**src/rtl/delay_line_arbiter_if.sv**
```systemverilog
// Handshake bundle for delay_line_arbiter: two input sources (A, B) and the
// delayed-sample output channel. The slave modport is the arbiter's view.
interface delay_line_arbiter_if #(
    parameter int W = 16
);
    logic         a_valid;
    logic [W-1:0] a_data;
    logic         a_ready;
    logic         b_valid;
    logic [W-1:0] b_data;
    logic         b_ready;
    logic         out_valid;
    logic [W-1:0] out_data;
    logic         out_src;
    logic         out_ready;

    modport master (
        output a_valid, a_data, b_valid, b_data, out_ready,
        input  a_ready, b_ready, out_valid, out_data, out_src
    );

    modport slave (
        input  a_valid, a_data, b_valid, b_data, out_ready,
        output a_ready, b_ready, out_valid, out_data, out_src
    );
endinterface

```
**src/rtl/delay_line_arbiter.sv**
```systemverilog
// delay_line_arbiter: shares one external enable-gated delay line (DEPTH
// stages of W bits, common enable) between two sources with round-robin
// arbitration. A shadow pipeline of valid/source tags tracks what each line
// stage holds; the last stage is presented on a valid/ready output.
// Optional feature: define DELAY_LINE_ARBITER_AUTODRAIN_EN to drain the line
// automatically after IDLE_LIMIT idle cycles with samples stranded inside.
module delay_line_arbiter #(
    parameter int W          = 16,
    parameter int DEPTH      = 4,
    parameter int IDLE_LIMIT = 16
) (
    input  logic                 clk,
    input  logic                 rst,
    delay_line_arbiter_if.slave  bus,
    input  logic                 flush,
    output logic [W-1:0]         dl_in,
    output logic                 dl_en,
    input  logic [W-1:0]         dl_out,
    output logic [3:0]           occupancy,
    output logic                 busy
);

    if (DEPTH < 1 || DEPTH > 8 || IDLE_LIMIT < 1) begin : g_param_check
        $error("delay_line_arbiter: DEPTH must be 1..8 and IDLE_LIMIT >= 1");
    end

    typedef enum logic [1:0] {
        ST_IDLE  = 2'd0,
        ST_RUN   = 2'd1,
        ST_DRAIN = 2'd2
    } state_t;

    state_t           state;
    state_t           state_nxt;
    logic [DEPTH-1:0] vld;
    logic [DEPTH-1:0] src;
    logic [DEPTH-1:0] vld_nxt;
    logic [DEPTH-1:0] src_nxt;
    logic [3:0]       occ_nxt;
    logic             last;        // source of the most recent grant: 0 = A, 1 = B
    logic             step_ok;
    logic             can_grant;
    logic             grant_a;
    logic             grant_b;
    logic             grant;
    logic             auto_drain;

    function automatic logic [3:0] popcount(input logic [DEPTH-1:0] v);
        logic [3:0] n;
        n = 4'd0;
        for (int i = 0; i < DEPTH; i++) begin
            n = n + {3'b000, v[i]};
        end
        return n;
    endfunction

`ifdef DELAY_LINE_ARBITER_AUTODRAIN_EN
    localparam int CNT_W = $clog2(IDLE_LIMIT + 1);

    logic [CNT_W-1:0] idle_cnt;

    assign auto_drain = (state == ST_RUN) && (idle_cnt == CNT_W'(IDLE_LIMIT));

    // Count RUN cycles in which samples sit in the line and nothing new arrives.
    always_ff @(posedge clk or negedge rst) begin
        if (!rst) begin
            idle_cnt <= '0;
        end else if (state != ST_RUN || grant) begin
            idle_cnt <= '0;
        end else if (occupancy != 4'd0 && idle_cnt != CNT_W'(IDLE_LIMIT)) begin
            idle_cnt <= idle_cnt + CNT_W'(1);
        end
    end
`else
    assign auto_drain = 1'b0;
`endif

    // Arbitration, line enable and output presentation.
    always_comb begin
        // The line may advance only if the last stage is empty or being consumed.
        step_ok   = !vld[DEPTH-1] || bus.out_ready;
        // rst gating keeps ready low while reset is held even if sources are valid.
        can_grant = rst && step_ok && !flush && !auto_drain && (state != ST_DRAIN);
        // On a tie the source that did not win last time gets the slot.
        grant_a   = can_grant && bus.a_valid && (!bus.b_valid || last);
        grant_b   = can_grant && bus.b_valid && (!bus.a_valid || !last);
        grant     = grant_a || grant_b;
        dl_en     = step_ok && (grant || (state == ST_DRAIN));
        dl_in     = grant_b ? bus.b_data : bus.a_data;

        bus.a_ready   = grant_a;
        bus.b_ready   = grant_b;
        bus.out_valid = vld[DEPTH-1];
        bus.out_data  = dl_out;
        bus.out_src   = src[DEPTH-1];
        busy          = (state != ST_IDLE);
    end

    // Shadow tags follow the line exactly: shift on dl_en, stage 0 from the grant.
    always_comb begin
        vld_nxt = vld;
        src_nxt = src;
        if (dl_en) begin
            for (int i = DEPTH - 1; i > 0; i--) begin
                vld_nxt[i] = vld[i-1];
                src_nxt[i] = src[i-1];
            end
            vld_nxt[0] = grant;
            src_nxt[0] = grant_b;
        end
        occ_nxt = popcount(vld_nxt);
    end

    // Shadow pipeline, occupancy and round-robin pointer registers.
    always_ff @(posedge clk or negedge rst) begin
        if (!rst) begin
            vld       <= '0;
            src       <= '0;
            occupancy <= 4'd0;
            last      <= 1'b1;
        end else begin
            vld       <= vld_nxt;
            src       <= src_nxt;
            occupancy <= occ_nxt;
            if (grant) begin
                last <= grant_b;
            end
        end
    end

    // FSM state register.
    always_ff @(posedge clk or negedge rst) begin
        if (!rst) begin
            state <= ST_IDLE;
        end else begin
            state <= state_nxt;
        end
    end

    // FSM next-state: IDLE ignores flush; DRAIN runs until the line is empty.
    always_comb begin
        state_nxt = state;
        case (state)
            ST_IDLE: begin
                if (grant) begin
                    state_nxt = ST_RUN;
                end
            end
            ST_RUN: begin
                if (flush || auto_drain) begin
                    state_nxt = ST_DRAIN;
                end else if (!grant && occ_nxt == 4'd0) begin
                    state_nxt = ST_IDLE;
                end
            end
            ST_DRAIN: begin
                if (occ_nxt == 4'd0) begin
                    state_nxt = ST_IDLE;
                end
            end
            default: state_nxt = ST_IDLE;
        endcase
    end

endmodule
```
**src/flat_wrapper.sv**
```systemverilog
// flat-port wrapper written by rule: the top's interface ports become plain ports
module delay_line_arbiter_flat 
#(
    parameter int W          = 16,
    parameter int DEPTH      = 4,
    parameter int IDLE_LIMIT = 16
)
  (clk, rst, flush, dl_in, dl_en, dl_out, occupancy, busy, bus_a_valid, bus_a_data, bus_b_valid, bus_b_data, bus_out_ready, bus_a_ready, bus_b_ready, bus_out_valid, bus_out_data, bus_out_src);
  delay_line_arbiter_if #(.W(W)) bus_i ();
  input  logic clk;
  input  logic rst;
  input  logic flush;
  output logic [W-1:0] dl_in;
  output logic dl_en;
  input  logic [W-1:0] dl_out;
  output logic [3:0] occupancy;
  output logic busy;
  input wire logic [$bits(bus_i.a_valid)-1:0] bus_a_valid;
  input wire logic [$bits(bus_i.a_data)-1:0] bus_a_data;
  input wire logic [$bits(bus_i.b_valid)-1:0] bus_b_valid;
  input wire logic [$bits(bus_i.b_data)-1:0] bus_b_data;
  input wire logic [$bits(bus_i.out_ready)-1:0] bus_out_ready;
  output wire logic [$bits(bus_i.a_ready)-1:0] bus_a_ready;
  output wire logic [$bits(bus_i.b_ready)-1:0] bus_b_ready;
  output wire logic [$bits(bus_i.out_valid)-1:0] bus_out_valid;
  output wire logic [$bits(bus_i.out_data)-1:0] bus_out_data;
  output wire logic [$bits(bus_i.out_src)-1:0] bus_out_src;
  assign bus_i.a_valid = bus_a_valid;
  assign bus_i.a_data = bus_a_data;
  assign bus_i.b_valid = bus_b_valid;
  assign bus_i.b_data = bus_b_data;
  assign bus_i.out_ready = bus_out_ready;
  assign bus_a_ready = bus_i.a_ready;
  assign bus_b_ready = bus_i.b_ready;
  assign bus_out_valid = bus_i.out_valid;
  assign bus_out_data = bus_i.out_data;
  assign bus_out_src = bus_i.out_src;
  delay_line_arbiter #(.W(W), .DEPTH(DEPTH), .IDLE_LIMIT(IDLE_LIMIT)) u_core (.clk(clk), .rst(rst), .bus(bus_i), .flush(flush), .dl_in(dl_in), .dl_en(dl_en), .dl_out(dl_out), .occupancy(occupancy), .busy(busy));
endmodule
```
**config.mk**
```make
export PLATFORM = sky130hd
export DESIGN_NAME = delay_line_arbiter_flat
export DESIGN_NICKNAME = d
export VERILOG_FILES = /design/src/rtl/delay_line_arbiter_if.sv /design/src/rtl/delay_line_arbiter.sv /design/src/flat_wrapper.sv
export SDC_FILE = /design/constraint.sdc
export NUM_CORES = 1
export LEC_CHECK = 0
export BUFFER_PORTS_ARGS = -buffer_cell sky130_fd_sc_hd__buf_2
export CORE_ASPECT_RATIO = 0.7
export CORE_MARGIN = 3
export CORE_UTILIZATION = 25
export CTS_BUF_LIST = sky130_fd_sc_hd__clkbuf_8
export CTS_CLUSTER_DIAMETER = 100
export DETAILED_ROUTE_END_ITERATION = 10
export GPL_ROUTABILITY_DRIVEN = 0
export PLACE_DENSITY = 0.55
export SYNTH_ARGS = -nofsm -noshare
export SYNTH_HDL_FRONTEND = slang
export SYNTH_SLANG_ARGS = --single-unit
```
**constraint.sdc**
```tcl
create_clock -name clk -period 3.9 [get_ports clk]
set_input_delay 0.78 -clock clk [delete_from_list [all_inputs] [get_ports clk]]
set_output_delay 0.78 -clock clk [all_outputs]
set_load 0.005 [all_outputs]
```
* Word level (Yosys, flattened, before mapping) *
Cells that the tools add are included.

storage, ports and cells
  bits in registers = 15
  logic and storage cells = 45
  bits of input ports = 54
  output and inout bits = 42

cells by class
  reductions and logical operators = 24
  equality and inequality tests = 6
  $add $sub $neg = 3
  multiplexer cells = 7

operators by type and width
  kind                number
  $mux 16             1
  $logic_and 1x1->1   9
  $add 4x1->4         2
  $mux 2              4
  $logic_not 1->1     6
  $pmux 2 s3          1
  $logic_or 1x1->1    5
  $logic_not 4->1     1
  $mux 4              1
  $ne 2x2->1 const B  2
  $ne 3x2->1 const B  1
  $reduce_and 3->1    1
  $add 1x1->2         1
  $eq 2x1->1 const B  1
  $eq 2x2->1 const B  1
  $logic_not 2->1     1
  $ne 2x1->1 const B  1
  $reduce_bool 2->1   1

* Logic depth before layout (Yosys ltp) *
Gate-level depths: netlist (run 1).

  depth after elaboration = 19
  gate-level depth with buffers = 10
  mapped depth without buffers = 9

* Least setup slack after synthesis (run 1) *
No wires, ideal clock.

  kind = input -> register
  from = in bus_a_valid
  to = reg u_core.state[0]
  path buffers = 1
  library setup time = 0.119 ns
  data required time = 3.781 ns
  arrival time = 2.878 ns
  stages = 10
  slack = 0.903 ns
  path through = or2_1 and4_1 buf_2 nand2b_1 ha_1 fa_1 ha_1 nor3_1 nor2b_1 o21a_1

between the ends
  word-level cells in the longest chain between the ends = 14
  elaborated cells on any way between the ends = 19
  classes of those cells = 3 x add/sub; 3 x eq/ne; 1 x mux; 12 x reduce/logical

RTL lines
  item                                 line                                                  RTL
  start, declared                      flat_wrapper.sv:18                                    input wire logic [$bits(bus_i.a_valid)-1:0] bus_a_valid;
  $logic_not 1->1                      delay_line_arbiter.sv:86                              grant_b = can_grant && bus.b_valid && (!bus.a_valid || !last);
  $logic_or 1x1->1                     delay_line_arbiter.sv:86
  $logic_and 1x1->1                    delay_line_arbiter.sv:86
  $logic_or 1x1->1 *                   delay_line_arbiter.sv:87                              grant = grant_a || grant_b;
  $logic_or 1x1->1                     delay_line_arbiter.sv:88                              dl_en = step_ok && (grant || (state == ST_DRAIN));
  $logic_and 1x1->1                    delay_line_arbiter.sv:88
  $mux 4 *                             delay_line_arbiter.sv:103                             if (dl_en) begin
  named net u_core.vld_nxt[0]          delay_line_arbiter.sv:37                              logic [DEPTH-1:0] vld_nxt;
  $add 1x1->2 *                        delay_line_arbiter.sv:52                              n = n + {3'b000, v[i]};
  $add 4x1->4 * (2 in series)          delay_line_arbiter.sv:52
  named net u_core.occ_nxt[1]          delay_line_arbiter.sv:39                              logic [3:0] occ_nxt;
  $logic_not 4->1 *                    delay_line_arbiter.sv:152, delay_line_arbiter.sv:157
  $logic_and 1x1->1                    delay_line_arbiter.sv:152                             end else if (!grant && occ_nxt == 4'd0) begin
  $ne 3x2->1 (no source line)          n/a
  $reduce_and 3->1 (no source line) *  n/a
  end signal, assigned                 delay_line_arbiter.sv:136                             state <= state_nxt;
  end, declared                        delay_line_arbiter.sv:33                              state_t state;

The timed path passes the listed nets; every way through them passes the cells marked *.
A chain may end at the register's enable or synchronous reset.

* Worst setup path after layout (run 1) *
  from = in bus_a_valid
  to = reg u_core.state[0]

between the ends
  word-level cells in the longest chain between the ends = 14
  elaborated cells on any way between the ends = 19
  classes of those cells = 3 x add/sub; 3 x eq/ne; 1 x mux; 12 x reduce/logical

RTL lines
  item                                 line
  $logic_not 1->1                      delay_line_arbiter.sv:86
  $logic_or 1x1->1                     delay_line_arbiter.sv:86
  $logic_and 1x1->1                    delay_line_arbiter.sv:86
  $logic_or 1x1->1 *                   delay_line_arbiter.sv:87
  $logic_or 1x1->1 *                   delay_line_arbiter.sv:88
  $logic_and 1x1->1 *                  delay_line_arbiter.sv:88
  $mux 4 *                             delay_line_arbiter.sv:103
  named net u_core.vld_nxt[1]          delay_line_arbiter.sv:37
  $add 1x1->2 *                        delay_line_arbiter.sv:52
  $add 4x1->4 * (2 in series)          delay_line_arbiter.sv:52
  named net u_core.occ_nxt[1]          delay_line_arbiter.sv:39
  $logic_not 4->1 *                    delay_line_arbiter.sv:152, delay_line_arbiter.sv:157
  $logic_and 1x1->1                    delay_line_arbiter.sv:152
  $ne 3x2->1 (no source line)          n/a
  $reduce_and 3->1 (no source line) *  n/a

Marked as above.

==> flow_metrics.env, run 1 <==
export IMPL_setup_viol=0
export IMPL_dr_pass1_iters=4
export IMPL_hold_viol=0
export IMPL_design_area_um2=1360
export IMPL_avgViaCountPerCell=4.29
export IMPL_post_cts_buffers=0
export IMPL_clkSinkCount=14
export IMPL_die_y_um=60.8
export IMPL_wl_per_cell_um=13.0
export IMPL_grt_usage=0.0943
export IMPL_io_pins=96
export IMPL_pwr_density_cell_nw_per_um2=545
export IMPL_vias=863
export IMPL_nets=207
export IMPL_ys_ff_latch=14
export IMPL_placed_area_um2=1320
export IMPL_synth_cell_types=32
export IMPL_slew_headroom=0.649
export IMPL_synthSimpleGateAreaFrac=0.121
export IMPL_peakVddDrop_mv=0.322
export IMPL_initial_core_util=0.267
export IMPL_portBuffers=62
export IMPL_core_um2=4020
export IMPL_cp_max_fo=7
export IMPL_required_ns=4.03
export IMPL_fin_crit_sh=0.798
export IMPL_antenna_found_initial=0
export IMPL_htreeDepth=1
export IMPL_syn_area_per_cell_um2=10.6
export IMPL_tritoncts="yes"
export IMPL_synthCells=101
export IMPL_grt_pass1_vias=835
export IMPL_netlist_area_um2=1070
export IMPL_worstMarginPinSlew_ns=0.526
export IMPL_synth_top_family_by_area="multiplexers"
export IMPL_syn_nets=158
export IMPL_synthAdderAreaFrac=0.0421
export IMPL_grt_max_degree=19
export IMPL_dp_slack_ns=0.520
export IMPL_fin_setup_tns_ns=0
export IMPL_drc=0
export IMPL_hpwl_mm=2.18
export IMPL_status="complete, no violations"
export IMPL_yosysSeqAreaShare=0.328
export IMPL_ctsLongestPathBuffers=2
export IMPL_r2r_start="u_core.state[0]$_DFFE_PN0P_"
export IMPL_rsz0062_at_grt="false"
export IMPL_finalWorstSetupSlack_ns=0.789
export IMPL_syn_to_final_growth_pct=27.0
export IMPL_start_kind="input port"
export IMPL_yosysWarningCount=0
export IMPL_end_kind="register"
export IMPL_fin_crit_ns=3.11
export IMPL_cap_violations=0
export IMPL_cts_buffers=3
export IMPL_path_clk_slew_ns=0.06
export IMPL_dieArea_um2=5120
export IMPL_grt_overflow=0
export IMPL_max_freq_ghz=0.321
export IMPL_cellLeakagePower_nw=0.719
export IMPL_antenna_cells=0
export IMPL_critPathArrivalTime_ns=3.24
export IMPL_insertion_delay_ns=0.24
export IMPL_rows=19
export IMPL_die_w_um=84.2
export IMPL_synth_compound_area_frac=0.140
export IMPL_post_cts_resized=0
export IMPL_synth_xor_area_share=0
export IMPL_hold_buffers=0
export IMPL_drtIter0Drc=26
export IMPL_ant_nets=0
export IMPL_cts_root_buffer="clkbuf_8"
export IMPL_wirelength_mm=2.61
export IMPL_worstSetupPathType="input port to register"
export IMPL_synthMuxAreaShare=0.196
export IMPL_min_path_type="input port to async pin"
export IMPL_crit_path_start="bus_a_valid"
export IMPL_report_final_slew_viol_count=0
export IMPL_grt_pass1_wl_mm=3.82
export IMPL_finalClockSkew_ns=0.00343
export IMPL_drive_above_1_share=0.604
[area by class of cell]
| cell class | instances | area (µm²) |
|---|---|---|
| clock inverters | 1 | 3.75 |
| repair buffers | 65 | 333 |
| inverters | 7 | 26.3 |
| flip-flops and latches | 14 | 352 |
| well taps | 52 | 65.1 |
| fillers | 406 | 2660 |
| multi-input cells | 59 | 539 |
| clock buffers | 3 | 41.3 |
[layer usage]
layer | up-vias | GRT usage | routed length (µm)
met2 | 22 | 0.157 | 1340
met4 | 0 | 0.0115 | 4
met3 | 2 | 0.0353 | 148
met1 | 408 | 0.122 | 1120
met5 | - | 0 | 0
li1 | 431 | - | -
[placed cells by master (no fill, tap or decap), types with 2 or more instances in the layout]
| master | Yosys | routed |
|---|---|---|
| buf_2 | 3 | 62 |
| dfrtp_1 | 13 | 13 |
| inv_1 | 7 | 8 |
| o21ai_0 | 8 | 8 |
| mux2_4 | 8 | 8 |
| mux2_2 | 8 | 8 |
| o32ai_1 | 6 | 6 |
| nor2b_1 | 3 | 3 |
| nor2_1 | 3 | 3 |
| clkbuf_8 | 0 | 3 |
| buf_4 | 17 | 3 |
| nand2b_1 | 2 | 2 |
| a21oi_1 | 2 | 2 |
| ha_1 | 2 | 2 |
[sequential cells by signal, summed over array words and instances (netlist names)]
name	cells
u_core.last	1
u_core.occupancy	3
u_core.src	4
u_core.state	2
u_core.vld	4
[power breakdown]
group | internal [mW] | switching [mW] | total (mW)
Clock | 0.0695 | 0.0492 | 0.119
Combinational | 0.179 | 0.186 | 0.365
Sequential | 0.219 | 0.0381 | 0.258
Total | 0.468 | 0.273 | 0.741
[critical path, stage by stage]
cell and delay, ns:
buf_2 0.12, or2_1 0.24, a21oi_1 0.45, o32ai_1 0.18, ha_1 0.31, fa_1 0.36, ha_1 0.30, nor3_1 0.24
nor2b_1 0.07, o21a_1 0.17
[kinds of logic after synthesis]
logic type / after synthesis
AOI/OAI and AO/OA: 21
adders and majority gates: 3
buffers and inverters: 28
DFF: 14
muxes: 16
other: 1
and+or+nand+nor: 18
[per-stage QoR]
step | power [mW] | util | hold WS, ns | instances
after floorplan | 0.509 | - | 0.484 | 101
after CTS | 0.750 | 0.339 | 0.502 | 201
final | 0.741 | 0.339 | 0.492 | 201
after global placement | 0.614 | 0.327 | 0.524 | 197
after detailed placement | 0.624 | 0.327 | 0.534 | 197
after global routing | 0.813 | 0.339 | 0.510 | 201
[cells in the mapped netlist]
library cell,instances,area share
a32o_1,1,0.0093
nand2_1,1,0.0035
nor3_1,1,0.0047
o21ai_0,8,0.037
buf_4,17,0.12
or2_2,1,0.0058
o21ai_1,1,0.0047
dfstp_2,1,0.025
buf_6,1,0.011
nor2b_1,3,0.018
and4_1,1,0.0082
a21boi_4,1,0.018
nand4_1,1,0.0058
nor2b_4,1,0.013
nor2_1,3,0.011
dfrtp_1,13,0.30
conb_1,1,0.0035
mux2_2,8,0.084
o32ai_1,6,0.049
ha_1,2,0.023
nand2b_1,2,0.012
a21oi_1,2,0.0093
mux2_4,8,0.11
inv_1,7,0.025
nand2b_2,1,0.0082
o21a_1,1,0.0070
or2_1,1,0.0058
nand4_4,1,0.020
fa_1,1,0.019
buf_2,3,0.014
and2b_1,1,0.0070
o22ai_1,1,0.0058
[path summary, 6_finish.rpt]
path | to | slack, ns | cells after the start
worst max-delay path | u_core.state[0]$_DFFE_PN0P_ | 0.79 | 10
worst min-delay path | u_core.vld[2]$_DFF_PN0_ | 0.49 | 2
worst max register to register | u_core.state[0]$_DFFE_PN0P_ | 1.10 | 9
worst min register to register | u_core.src[2]$_DFFE_PN0N_ | 0.55 | 2
max in group asynchronous | u_core.last$_DFFE_PN1P_ | 3.17 | 2
min in group clk | u_core.src[2]$_DFFE_PN0N_ | 0.55 | 2
Note: power is estimated with default switching activity, not from simulation.
==> inputs of run 2 (changes only) <==
ABC_AREA = 1   (was not set)
PLACE_DENSITY = 0.56   (was 0.55)
clock period = 3 ns   (was 3.9 ns; I/O delays follow)
==> run 2 against run 1 <==
Register-to-register slack lost 0.72 ns; synthesized area shrank 5.1%; count of clock-buffer cells in the layout grew 1; worst hold slack lost 0.20 ns; worst setup slack lost 0.47 ns; synthesized cell count grew 37%; sequential power grew 24%; combinational power grew 32%; non-clock buffer count grew 2; flip-flop and latch count is the same; highest routed layer is now met3; cell area shrank 1.7%; largest cell class unchanged.
==> flow_metrics.env, run 2 <==
export IMPL_status="complete, no violations"
export IMPL_register_area_um2=352
export IMPL_syn_nets=195
export IMPL_reg_top3="u_core.src (4), u_core.vld (4), u_core.occupancy (3)"
export IMPL_path_cells="buf_2 -> nor2_1 -> nand3_4 -> a21oi_4 -> inv_1 -> o21ai_0 -> ha_1 -> fa_1 -> ha_1 -> nor3_2 -> nand2_1 -> nand2_1 -> nand2_1"
export IMPL_grt_overflow=0
export IMPL_fin_crit_sh=0.892
export IMPL_path_buf_inv=2
export IMPL_io_pins=96
export IMPL_die_y_um=59.3
export IMPL_initial_core_util=0.273
export IMPL_grt_usage=0.104
export IMPL_synth_commonest_cells="nand2_1, buf_4, inv_1"
export IMPL_crit_family="adder cells"
export IMPL_synth_area_leader_cell="dfrtp_1"
export IMPL_hpwl_mm=2.01
export IMPL_report_final_slew_viol_count=0
export IMPL_min_path_type="input port to async pin"
export IMPL_max_freq_ghz=0.374
export IMPL_rsz0062_at_grt="false"
export IMPL_fin_setup_tns_ns=0
export IMPL_cpMostUsedCell="nand2_1"
export IMPL_slowest_stage="fa_1"
export IMPL_nets=248
export IMPL_setup_viol=0
export IMPL_end_kind="register"
export IMPL_grt_pass1_vias=848
export IMPL_drtIter0Drc=37
export IMPL_avgViaCountPerCell=3.93
export IMPL_insertion_delay_ns=0.24
export IMPL_final_cell_mix="buf_2, nand2_1, inv_1"
export IMPL_fin_crit_ns=2.68
export IMPL_synth_cell_types=22
export IMPL_clkSinkCount=14
export IMPL_final_common_cell="buf_2"
export IMPL_core_um2=3720
export IMPL_htreeDepth=1
export IMPL_drc=0
export IMPL_syn_area_per_cell_um2=7.36
export IMPL_netlist_area_leader_share=0.320
export IMPL_dr_pass1_iters=4
export IMPL_yosysSeqAreaShare=0.346
export IMPL_max_stage_delay_ns=0.38
export IMPL_portBuffers=62
export IMPL_start_kind="input port"
export IMPL_r2r_slack_ns=0.38
export IMPL_wl_per_cell_um=10.1
export IMPL_cts_root_buffer="clkbuf_8"
export IMPL_hold_ws_ns=0.291
export IMPL_synthArstFlopShare=1.00
export IMPL_post_cts_buffers=0
export IMPL_peakVddDrop_mv=0.305
export IMPL_cellLeakagePower_nw=0.816
export IMPL_grt_max_degree=20
export IMPL_drive_above_1_share=0.426
export IMPL_nFillCells=400
export IMPL_worstSetupPathType="input port to register"
export IMPL_synthCells=138
export IMPL_vias=943
export IMPL_rows=18
export IMPL_dieArea_um2=4880
export IMPL_synth_edf_count=0
export IMPL_grt_pass1_wl_mm=3.92
export IMPL_cp_max_fo=3
export IMPL_cap_violations=0
export IMPL_hold_buffers=0
export IMPL_antenna_found_initial=0
export IMPL_multiInputGateArea_um2=457
export IMPL_synthFlopType="dfrtp_1"
export IMPL_wirelength_mm=2.43
export IMPL_hold_viol=0
export IMPL_ctsLongestPathBuffers=2
export IMPL_ant_nets=0
export IMPL_ys_ff_latch=14
export IMPL_syn_to_final_growth_pct=31.5
export IMPL_required_ns=3.13
export IMPL_tritoncts="yes"
export IMPL_yosysMostFrequentCell="nand2_1"
export IMPL_yosysWarningCount=0
export IMPL_antenna_cells=0
export IMPL_cts_buffers=3
export IMPL_synth_area_leaders="dfrtp_1, nand2_1, buf_4"
export IMPL_path_clk_slew_ns=0.06
export IMPL_die_w_um=82.2
export IMPL_critPathArrivalTime_ns=2.80
export IMPL_utilization=0.360
export IMPL_pwr_density_cell_nw_per_um2=738
export IMPL_netlist_area_um2=1020
export IMPL_finalClockSkew_ns=0.00205
[run 2: final cells by class]
type                       instances  area share
timing repair buffer              67       0.260
tap                               50      0.0468
inverter                          16      0.0468
multi-input combinational         89       0.342
sequential                        14       0.263
clock buffer                       4      0.0412
[run 2: logic make-up (layout without fill, tap and decap cells)]
family | count (synthesis) | in the layout | synth area share
AND/OR/NAND/NOR | 74 | 74 | 0.328
buffers and inverters | 35 | 87 | 0.209
flip-flops | 14 | 14 | 0.346
AO/OA/AOI/OAI | 11 | 11 | 0.0690
adder cells (fa/ha/maj) | 3 | 3 | 0.0443
other | 1 | 1 | 0.00369
[run 2: timing repair]
| action | CTS | global route |
|---|---|---|
| gates resized for setup | 0 | 2 |
| endpoints found under the setup margin | 0 | 2 |
| hold endpoints to repair | 0 | 0 |
[run 2: power by group]
| group | internal [mW] | switching (mW) |
|---|---|---|
| Sequential | 0.280 | 0.0388 |
| Combinational | 0.214 | 0.269 |
| Clock | 0.116 | 0.0682 |
| Total | 0.610 | 0.376 |
[run 2: per-layer routing]
| layer | vias to the layer above | GRT usage | wire [µm] |
|---|---|---|---|
| met4 | 0 | 0.0284 | 0 |
| met5 | - | 0 | 0 |
| met3 | 0 | 0.0410 | 156 |
| met2 | 35 | 0.145 | 1140 |
| met1 | 402 | 0.149 | 1130 |
| li1 | 506 | - | - |
[run 2: stage by stage]
step                      worst slack (ns)  std cells  total power, mW  cell area, µm²
after floorplan                      0.204        138            0.621            1020
after global placement             -0.0277        236            0.781            1280
after detailed placement            -0.105        236            0.784            1280
after CTS                            0.154        240            0.974            1330
after global routing                0.0927        240             1.09            1340
final                                0.323        240            0.986            1340
[run 2: final timing paths]
| check | startpoint | end | cells after the start |
|---|---|---|---|
| min in group clk | u_core.src[1]$_DFFE_PN0N_ | u_core.src[2]$_DFFE_PN0N_ | 2 |
| worst max-delay path | flush | u_core.state[0]$_DFFE_PN0P_ | 13 |
| max in group asynchronous | rst | u_core.last$_DFFE_PN1P_ | 2 |
| worst min-delay path | rst | u_core.vld[2]$_DFF_PN0_ | 2 |
| worst min register to register | u_core.src[1]$_DFFE_PN0N_ | u_core.src[2]$_DFFE_PN0N_ | 2 |
| worst max register to register | u_core.last$_DFFE_PN1P_ | u_core.state[0]$_DFFE_PN0P_ | 12 |
